===== config.mk =====
export PLATFORM = sky130hd
export DESIGN_NAME = elastic_pipeline_register_flat
export DESIGN_NICKNAME = d
export VERILOG_FILES = /design/src/rtl/elastic_pipeline_register_if.sv /design/src/rtl/elastic_pipeline_register.sv /design/src/flat_wrapper.sv
export SDC_FILE = /design/constraint.sdc
export NUM_CORES = 1
export LEC_CHECK = 0
export BUFFER_PORTS_ARGS = -buffer_cell sky130_fd_sc_hd__buf_4
export CAP_MARGIN = 10
export CORE_MARGIN = 3
export CORE_UTILIZATION = 50
export CTS_CLUSTER_SIZE = 30
export DETAILED_ROUTE_END_ITERATION = 8
export HOLD_SLACK_MARGIN = 0.1
export PLACE_DENSITY = 0.9
export SLEW_MARGIN = 0
export SYNTH_ARGS = -nofsm -noshare
export SYNTH_HDL_FRONTEND = slang
export SYNTH_SLANG_ARGS = --single-unit

===== constraint.sdc =====
create_clock -name clock -period 3 [get_ports clock]
set_clock_uncertainty 0.05 [all_clocks]
set_input_delay 0.6 -clock clock [delete_from_list [all_inputs] [get_ports clock]]
set_output_delay 0.6 -clock clock [all_outputs]
set_load 0.1 [all_outputs]

===== src/rtl/elastic_pipeline_register_if.sv =====
// Valid/ready handshake bundle for elastic_pipeline_register: upstream input side and downstream output side.
// The pipeline register itself uses the slave view; the producer/consumer pair uses the master view.
interface elastic_pipeline_register_if #(
    parameter int unsigned PIPE_WIDTH = 32
);
    logic                  in_valid;
    logic                  in_ready;
    logic [PIPE_WIDTH-1:0] in_data;
    logic                  out_valid;
    logic                  out_ready;
    logic [PIPE_WIDTH-1:0] out_data;

    modport master (
        output in_valid, in_data, out_ready,
        input  in_ready, out_valid, out_data
    );

    modport slave (
        input  in_valid, in_data, out_ready,
        output in_ready, out_valid, out_data
    );
endinterface


===== src/rtl/elastic_pipeline_register.sv =====
// DEPTH-stage elastic pipeline register with per-stage valid/ready, bubble collapsing,
// synchronous flush, registered occupancy count and a simulation-only scan print.
module elastic_pipeline_register #(
    parameter int unsigned           PIPELINE_STAGE  = 0,
    parameter int unsigned           PIPE_WIDTH      = 32,
    parameter int unsigned           DEPTH           = 2,
    parameter logic [PIPE_WIDTH-1:0] RESET_VALUE     = '0,
    parameter int unsigned           SCAN_CYCLES_MIN = 1,
    parameter int unsigned           SCAN_CYCLES_MAX = 1000
) (
    input  logic                         clock,
    input  logic                         reset,
    input  logic                         flush,
    input  logic [PIPE_WIDTH-1:0]        flush_input,
    elastic_pipeline_register_if.slave   bus,
    output logic [$clog2(DEPTH+1)-1:0]   occupancy,
    input  logic                         scan
);
    localparam int unsigned OCC_W = $clog2(DEPTH + 1);

    logic [DEPTH-1:0]      r_valid;
    logic [PIPE_WIDTH-1:0] r_data [DEPTH];
    logic [OCC_W-1:0]      r_occ;

    logic [DEPTH:0]        w_rdy;
    logic [DEPTH-1:0]      w_up_valid;
    logic [PIPE_WIDTH-1:0] w_up_data [DEPTH];
    logic                  w_in_xfer;
    logic                  w_out_xfer;

    // Ready ripples from the output back to the input; an empty stage is always ready.
    always_comb begin
        logic w_acc;
        w_rdy        = '0;
        w_acc        = bus.out_ready;
        w_rdy[DEPTH] = bus.out_ready;
        for (int unsigned i = 0; i < DEPTH; i++) begin
            w_acc              = ~r_valid[DEPTH-1-i] | w_acc;
            w_rdy[DEPTH-1-i]   = w_acc;
        end
    end

    always_comb begin
        w_up_valid[0] = bus.in_valid;
        w_up_data[0]  = bus.in_data;
        for (int unsigned k = 1; k < DEPTH; k++) begin
            w_up_valid[k] = r_valid[k-1];
            w_up_data[k]  = r_data[k-1];
        end
    end

    always_comb begin
        bus.out_data  = r_data[DEPTH-1];
        bus.out_valid = r_valid[DEPTH-1] & ~flush;
        bus.in_ready  = w_rdy[0] & ~flush;
        w_in_xfer     = bus.in_valid & bus.in_ready;
        w_out_xfer    = bus.out_valid & bus.out_ready;
        occupancy     = r_occ;
    end

    always_ff @(posedge clock or posedge reset) begin
        if (reset) begin
            r_valid <= '0;
            for (int unsigned k = 0; k < DEPTH; k++) begin
                r_data[k] <= RESET_VALUE;
            end
        end else if (flush) begin
            r_valid <= '0;
            for (int unsigned k = 0; k < DEPTH; k++) begin
                r_data[k] <= flush_input;
            end
        end else begin
            for (int unsigned k = 0; k < DEPTH; k++) begin
                if (w_rdy[k]) begin
                    r_valid[k] <= w_up_valid[k];
                    if (w_up_valid[k]) begin
                        r_data[k] <= w_up_data[k];
                    end
                end
            end
        end
    end

    always_ff @(posedge clock or posedge reset) begin
        if (reset) begin
            r_occ <= '0;
        end else if (flush) begin
            r_occ <= '0;
        end else if (w_in_xfer && !w_out_xfer) begin
            r_occ <= r_occ + OCC_W'(1);
        end else if (!w_in_xfer && w_out_xfer) begin
            r_occ <= r_occ - OCC_W'(1);
        end
    end

`ifndef SYNTHESIS
    logic [31:0] r_scan_cycle;

    always_ff @(posedge clock or posedge reset) begin
        if (reset) begin
            r_scan_cycle <= '0;
        end else begin
            r_scan_cycle <= r_scan_cycle + 32'd1;
            if (scan && (r_scan_cycle >= SCAN_CYCLES_MIN) && (r_scan_cycle <= SCAN_CYCLES_MAX)) begin
                $display("scan stage=%0d cycle=%0d valid=%b in_data=%h out_data=%h in_ready=%b out_ready=%b flush=%b occupancy=%0d",
                         PIPELINE_STAGE, r_scan_cycle, r_valid, bus.in_data, bus.out_data,
                         bus.in_ready, bus.out_ready, flush, r_occ);
            end
        end
    end
`endif
endmodule


===== src/flat_wrapper.sv =====
// flat-port wrapper written by rule: the top's interface ports become plain ports
module elastic_pipeline_register_flat 
#(
    parameter int unsigned           PIPELINE_STAGE  = 0,
    parameter int unsigned           PIPE_WIDTH      = 32,
    parameter int unsigned           DEPTH           = 2,
    parameter logic [PIPE_WIDTH-1:0] RESET_VALUE     = '0,
    parameter int unsigned           SCAN_CYCLES_MIN = 1,
    parameter int unsigned           SCAN_CYCLES_MAX = 1000
)
  (clock, reset, flush, flush_input, occupancy, scan, bus_in_valid, bus_in_data, bus_out_ready, bus_in_ready, bus_out_valid, bus_out_data);
  elastic_pipeline_register_if #(.PIPE_WIDTH(PIPE_WIDTH)) bus_i ();
  input  logic clock;
  input  logic reset;
  input  logic flush;
  input  logic [PIPE_WIDTH-1:0] flush_input;
  output logic [$clog2(DEPTH+1)-1:0] occupancy;
  input  logic scan;
  input wire logic [$bits(bus_i.in_valid)-1:0] bus_in_valid;
  input wire logic [$bits(bus_i.in_data)-1:0] bus_in_data;
  input wire logic [$bits(bus_i.out_ready)-1:0] bus_out_ready;
  output wire logic [$bits(bus_i.in_ready)-1:0] bus_in_ready;
  output wire logic [$bits(bus_i.out_valid)-1:0] bus_out_valid;
  output wire logic [$bits(bus_i.out_data)-1:0] bus_out_data;
  assign bus_i.in_valid = bus_in_valid;
  assign bus_i.in_data = bus_in_data;
  assign bus_i.out_ready = bus_out_ready;
  assign bus_in_ready = bus_i.in_ready;
  assign bus_out_valid = bus_i.out_valid;
  assign bus_out_data = bus_i.out_data;
  elastic_pipeline_register #(.PIPELINE_STAGE(PIPELINE_STAGE), .PIPE_WIDTH(PIPE_WIDTH), .DEPTH(DEPTH), .RESET_VALUE(RESET_VALUE), .SCAN_CYCLES_MIN(SCAN_CYCLES_MIN), .SCAN_CYCLES_MAX(SCAN_CYCLES_MAX)) u_core (.clock(clock), .reset(reset), .flush(flush), .flush_input(flush_input), .bus(bus_i), .occupancy(occupancy), .scan(scan));
endmodule

=== After elaboration in Yosys (flattened, before gate mapping) ===
Cells that the tools add are included.

* Reduce and logical (&&, ||, !) cells: 11
* Mux-type cells: 11
* Add/sub/neg operators: 2
* Bitwise gates (word level): 9

{| class="wikitable"
|+ Operators with widths
! kind !! count
|-
| 32-bit 2-to-1 mux || 4
|-
| 64-bit 2-to-1 mux || 1
|-
| 2-bit 2-to-1 mux || 4
|-
| 2-bit nonzero test || 4
|-
| 1-bit AND || 4
|-
| 2-bit AND reduction || 2
|-
| 1-bit inverter || 3
|-
| 3-bit nonzero test || 1
|-
| 2-bit by 1-bit adder with 2-bit output (second input constant) || 1
|-
| 1-bit logical AND || 2
|-
| 1-bit logical NOT || 2
|-
| 1-bit 2-to-1 mux || 2
|-
| 1-bit OR || 2
|-
| 2-bit by 1-bit subtractor with 2-bit output (second input constant) || 1
|}

* Flip-flop bits (word level): 68
* Bits of input ports: 70
* Logic and storage cells: 38
* Output and inout port bits: 36

=== Longest topological paths before layout ===
* Depth in word-level cells: 10
* Depth in mapped cells: 5
* Mapped depth without buffers: 3

=== Worst setup path after synthesis ===
No wires, ideal clock.

* Kind: input-to-output
* Start point: in flush
* End point: out bus_in_ready
* Buffers on the path: 3
* Cell stages on the path: 4
* Data required time: 2.350 ns
* Setup slack: 0.004 ns
* Data arrival time: 2.346 ns
* Cell sequence: buf_4 buf_2 buf_2 nor2_1

* Word-level cells in the longest chain between the ends: 2

{| class="wikitable"
|+ Ends and longest elaborated chain
! what !! RTL line !! RTL
|-
| start: declaration || flat_wrapper.sv:15 || <nowiki>input logic flush;</nowiki>
|-
| 1-bit inverter || elastic_pipeline_register.sv:55 || <nowiki>bus.in_ready = w_rdy[0] & ~flush;</nowiki>
|-
| 1-bit AND || elastic_pipeline_register.sv:55 ||
|-
| end: declaration || flat_wrapper.sv:22 || <nowiki>output wire logic [$bits(bus_i.in_ready)-1:0] bus_in_ready;</nowiki>
|}

Every way passes these cells.

=== Final worst setup path ===
* Start point: reg u_core.r_valid[0]
* End point: out bus_in_ready

* Word-level cells in the longest chain between the ends: 3

{| class="wikitable"
|+ Ends and longest elaborated chain
! what !! RTL line !! RTL
|-
| start: declaration || elastic_pipeline_register.sv:21 || <nowiki>logic [DEPTH-1:0] r_valid;</nowiki>
|-
| start signal: indexed assignment || elastic_pipeline_register.sv:75 || <nowiki>r_valid[k] <= w_up_valid[k];</nowiki>
|-
| 1-bit inverter || elastic_pipeline_register.sv:38 || <nowiki>w_acc = ~r_valid[DEPTH-1-i] | w_acc;</nowiki>
|-
| 1-bit OR || elastic_pipeline_register.sv:38 ||
|-
| 1-bit AND || elastic_pipeline_register.sv:55 ||
|}

Every way passes these cells.

==> impl_metrics.yaml <==
clocking:
  clockBufferDepth: 2
  worst_skew_pair.late_latency_ps: 330
  htree_num_levels: 3
  cts_root_buffer: "sky130_fd_sc_hd__clkbuf_8"
  post_cts.resized_instances: 0
  cts.hold.buffers_added: 0
  tritoncts_num_sinks: 68
  cts_tree: "built"
  cts.clk_slew.worst_paths_ps: 70
  cts_post_setup_buffers_inserted: 0
  cts_made_buffers: 9
critical_path:
  r2r.worst_path.cells: 4
  cp_slowest_stage_delay_ps: 460
  worst_setup_path_end_kind: "output port"
  critical-path-slowest-cell: "sky130_fd_sc_hd__dfrtp_1"
  arrival_ps: 1480
  reg2reg_setup_slack_ps: 1190
  crit_path_cell_chain: "and3b_1 -> nor2_1 -> buf_4"
  path_depth: 3
  r2r_start: "u_core.r_valid[1]"
  startpoint_type: "flop"
  timing.critical_path.required_ps: 2350
  timing_worst_setup_path_type: "flop to output port"
  path_delay_family: "flip-flops"
  timing.rr.end: "u_core.bus.out_data[0]"
  crit_buf_inv: 1
  critical_path_peak_fanout: 6
outcome:
  run_status: "complete, no violations"
cells_and_area:
  diodes: 0
  final_common_cell: "sky130_fd_sc_hd__buf_4"
  layout.cells.most_common_list: "sky130_fd_sc_hd__buf_4, sky130_fd_sc_hd__dfrtp_1, sky130_fd_sc_hd__nand2_1"
  fillerInstances: 530
  final_core_utilization_pct: 64.9
  final_nets: 466
  fraction_of_layout_cells_with_a_size_suffix_above_1_pct: 37.5
  area_growth_syn_to_layout_pct: 21.7
drt:
  post_drt_via_cell_ratio: 5.80
  drt-wirelength-per-cell_um: 17.5
  remaining_drc_errors: 0
  drt_initial_violations: 184
  via_count: 2765
  wl_um: 8340
  drtAntennaViolNets: 0
  dr.pass1.iters: 4
yosys:
  yosys_register_bits: 68
  netlist-cell-type-count: 30
  mappedNetlistArea_um2: 3480
  synth.avg_cell_area_um2: 10.5
  post_synthesis_cells: 332
  ys_warn_count: 0
  syn_nets: 402
  synth-seq-area-share_pct: 48.9
timing:
  timing.setup.tns_ps: 0
  max-slew-margin-rel_pct: 26.8
  tightest_slew_ps: 1100
  setup_violations: 0
  final.hold.worst_slack_ps: 342
  grt_setup_unrepaired: "no"
  final_min_period_over_clock_period_pct: 70.9
  max_clock_freq_mhz: 470
  period_minus_slack_ps: 2130
  timing.final.hold_violations: 0
  slew_viol_final: 0
global_route:
  grt_start_max_net_pins: 44
  antenna_found_initial: 0
  grt_first_pass_wirelength_um: 13200
  grt_overflow_total: 0
  via_count_of_the_first_global_routing_pass: 2792
  gr-usage-all-layers_pct: 21.4
die:
  chipWidth_um: 89.5
  coreArea_um2: 6530
  start_util_pct: 53.3
  die_y_um: 89.5
  floorplan.io_pins: 106
  fp.dieArea_um2: 8000
  core.rowCount: 29
min_path:
  worst_hold_path_type: "primary input to asynchronous set/reset pin"
power:
  design_power_total_mw: 2.74
  worst_ir_drop_vdd_v: 0.000432
  leakagePower_nw: 1.99
  power.density_cell_area_nw_per_um2: 647
place:
  gp_congestion: 0.762
  dp_hpwl_um: 5580
  numPortBuffers: 104
job:
  cap_viol_max_count: 0
registers in the layout, indices dropped and copies added (netlist names):
signal / cells
u_core.bus.out_data: 32
u_core.occupancy: 2
u_core.r_data: 32
u_core.r_valid: 2
area by class of cell:
| class | instances | area (µm²) | share of cell area [%] |
|---|---|---|---|
| well taps | 77 | 96.3 | 2.27 |
| inverters | 4 | 15.0 | 0.354 |
| multi-input cells | 202 | 1370 | 32.4 |
| flip-flops and latches | 68 | 1700 | 40.2 |
| repair buffers | 111 | 846 | 20.0 |
| clock buffers | 10 | 128 | 3.01 |
| clock inverters | 5 | 77.6 | 1.83 |
routing by layer:
metal / up-vias / GRT usage (%) / wire length (µm)
li1: 1285 / - / -
met1: 1384 / 27.2 / 3410
met2: 91 / 35.8 / 4310
met3: 5 / 6.36 / 570
met4: 0 / 5.41 / 50
met5: - / 0 / 0
cell usage after synthesis, drive strengths merged:
cell type	n	area, µm²
a21oi	5	36.3
a221o	13	130
a2bb2oi	13	114
a31oi	16	100
and2	13	81.3
and2b	1	7.51
and3b	2	17.5
buf	53	373
clkbuf	5	18.8
dfrtp	68	1700
inv	4	15.0
mux2	20	225
nand2	36	135
nand2b	19	121
nand3	1	5.00
nand3b	1	7.51
nand4	18	113
nor2	5	26.3
nor2b	3	18.8
nor3	1	10.0
nor4bb	1	10.0
o211ai	18	135
o21ai	16	80.1
through the flow:
step	setup WS (ps)	cells	cell area (µm²)
after floorplan	4.01	332	3480
after detailed placement	767	462	4030
final	874	477	4240
after global routing	794	477	4240
after global placement	815	462	4030
after CTS	865	477	4240
cell families (layout without fill, tap and decap cells):
| family | count (synthesis) | after routing | synth area share [%] |
|---|---|---|---|
| buffers and inverters | 62 | 130 | 11.7 |
| multiplexers | 20 | 20 | 6.47 |
| AO/OA/AOI/OAI | 81 | 81 | 17.1 |
| AND/OR/NAND/NOR | 101 | 101 | 15.9 |
| flip-flops | 68 | 68 | 48.9 |
where the power goes:
group | total, mW | switching (mW) | internal [mW] | leakage [nW]
registers | 1.07 | 0.0560 | 1.02 | 0.819
logic | 0.875 | 0.628 | 0.247 | 1.07
clock network | 0.793 | 0.332 | 0.461 | 0.102
total | 2.74 | 1.02 | 1.73 | 1.99
worst max path at each step:
| stage | from | endpoint | slack (ps) |
|---|---|---|---|
| after floorplan | flush | bus_in_ready | 4 |
| after global placement | flush | u_core.bus.out_data[27] | 820 |
| after detailed placement | bus_in_valid | u_core.r_data[50] | 770 |
| after CTS | u_core.r_valid[0] | bus_in_ready | 860 |
| after global routing | u_core.r_valid[0] | bus_in_ready | 790 |
| final | u_core.r_valid[0] | bus_in_ready | 870 |
Note: power is estimated with default switching activity, not from simulation.
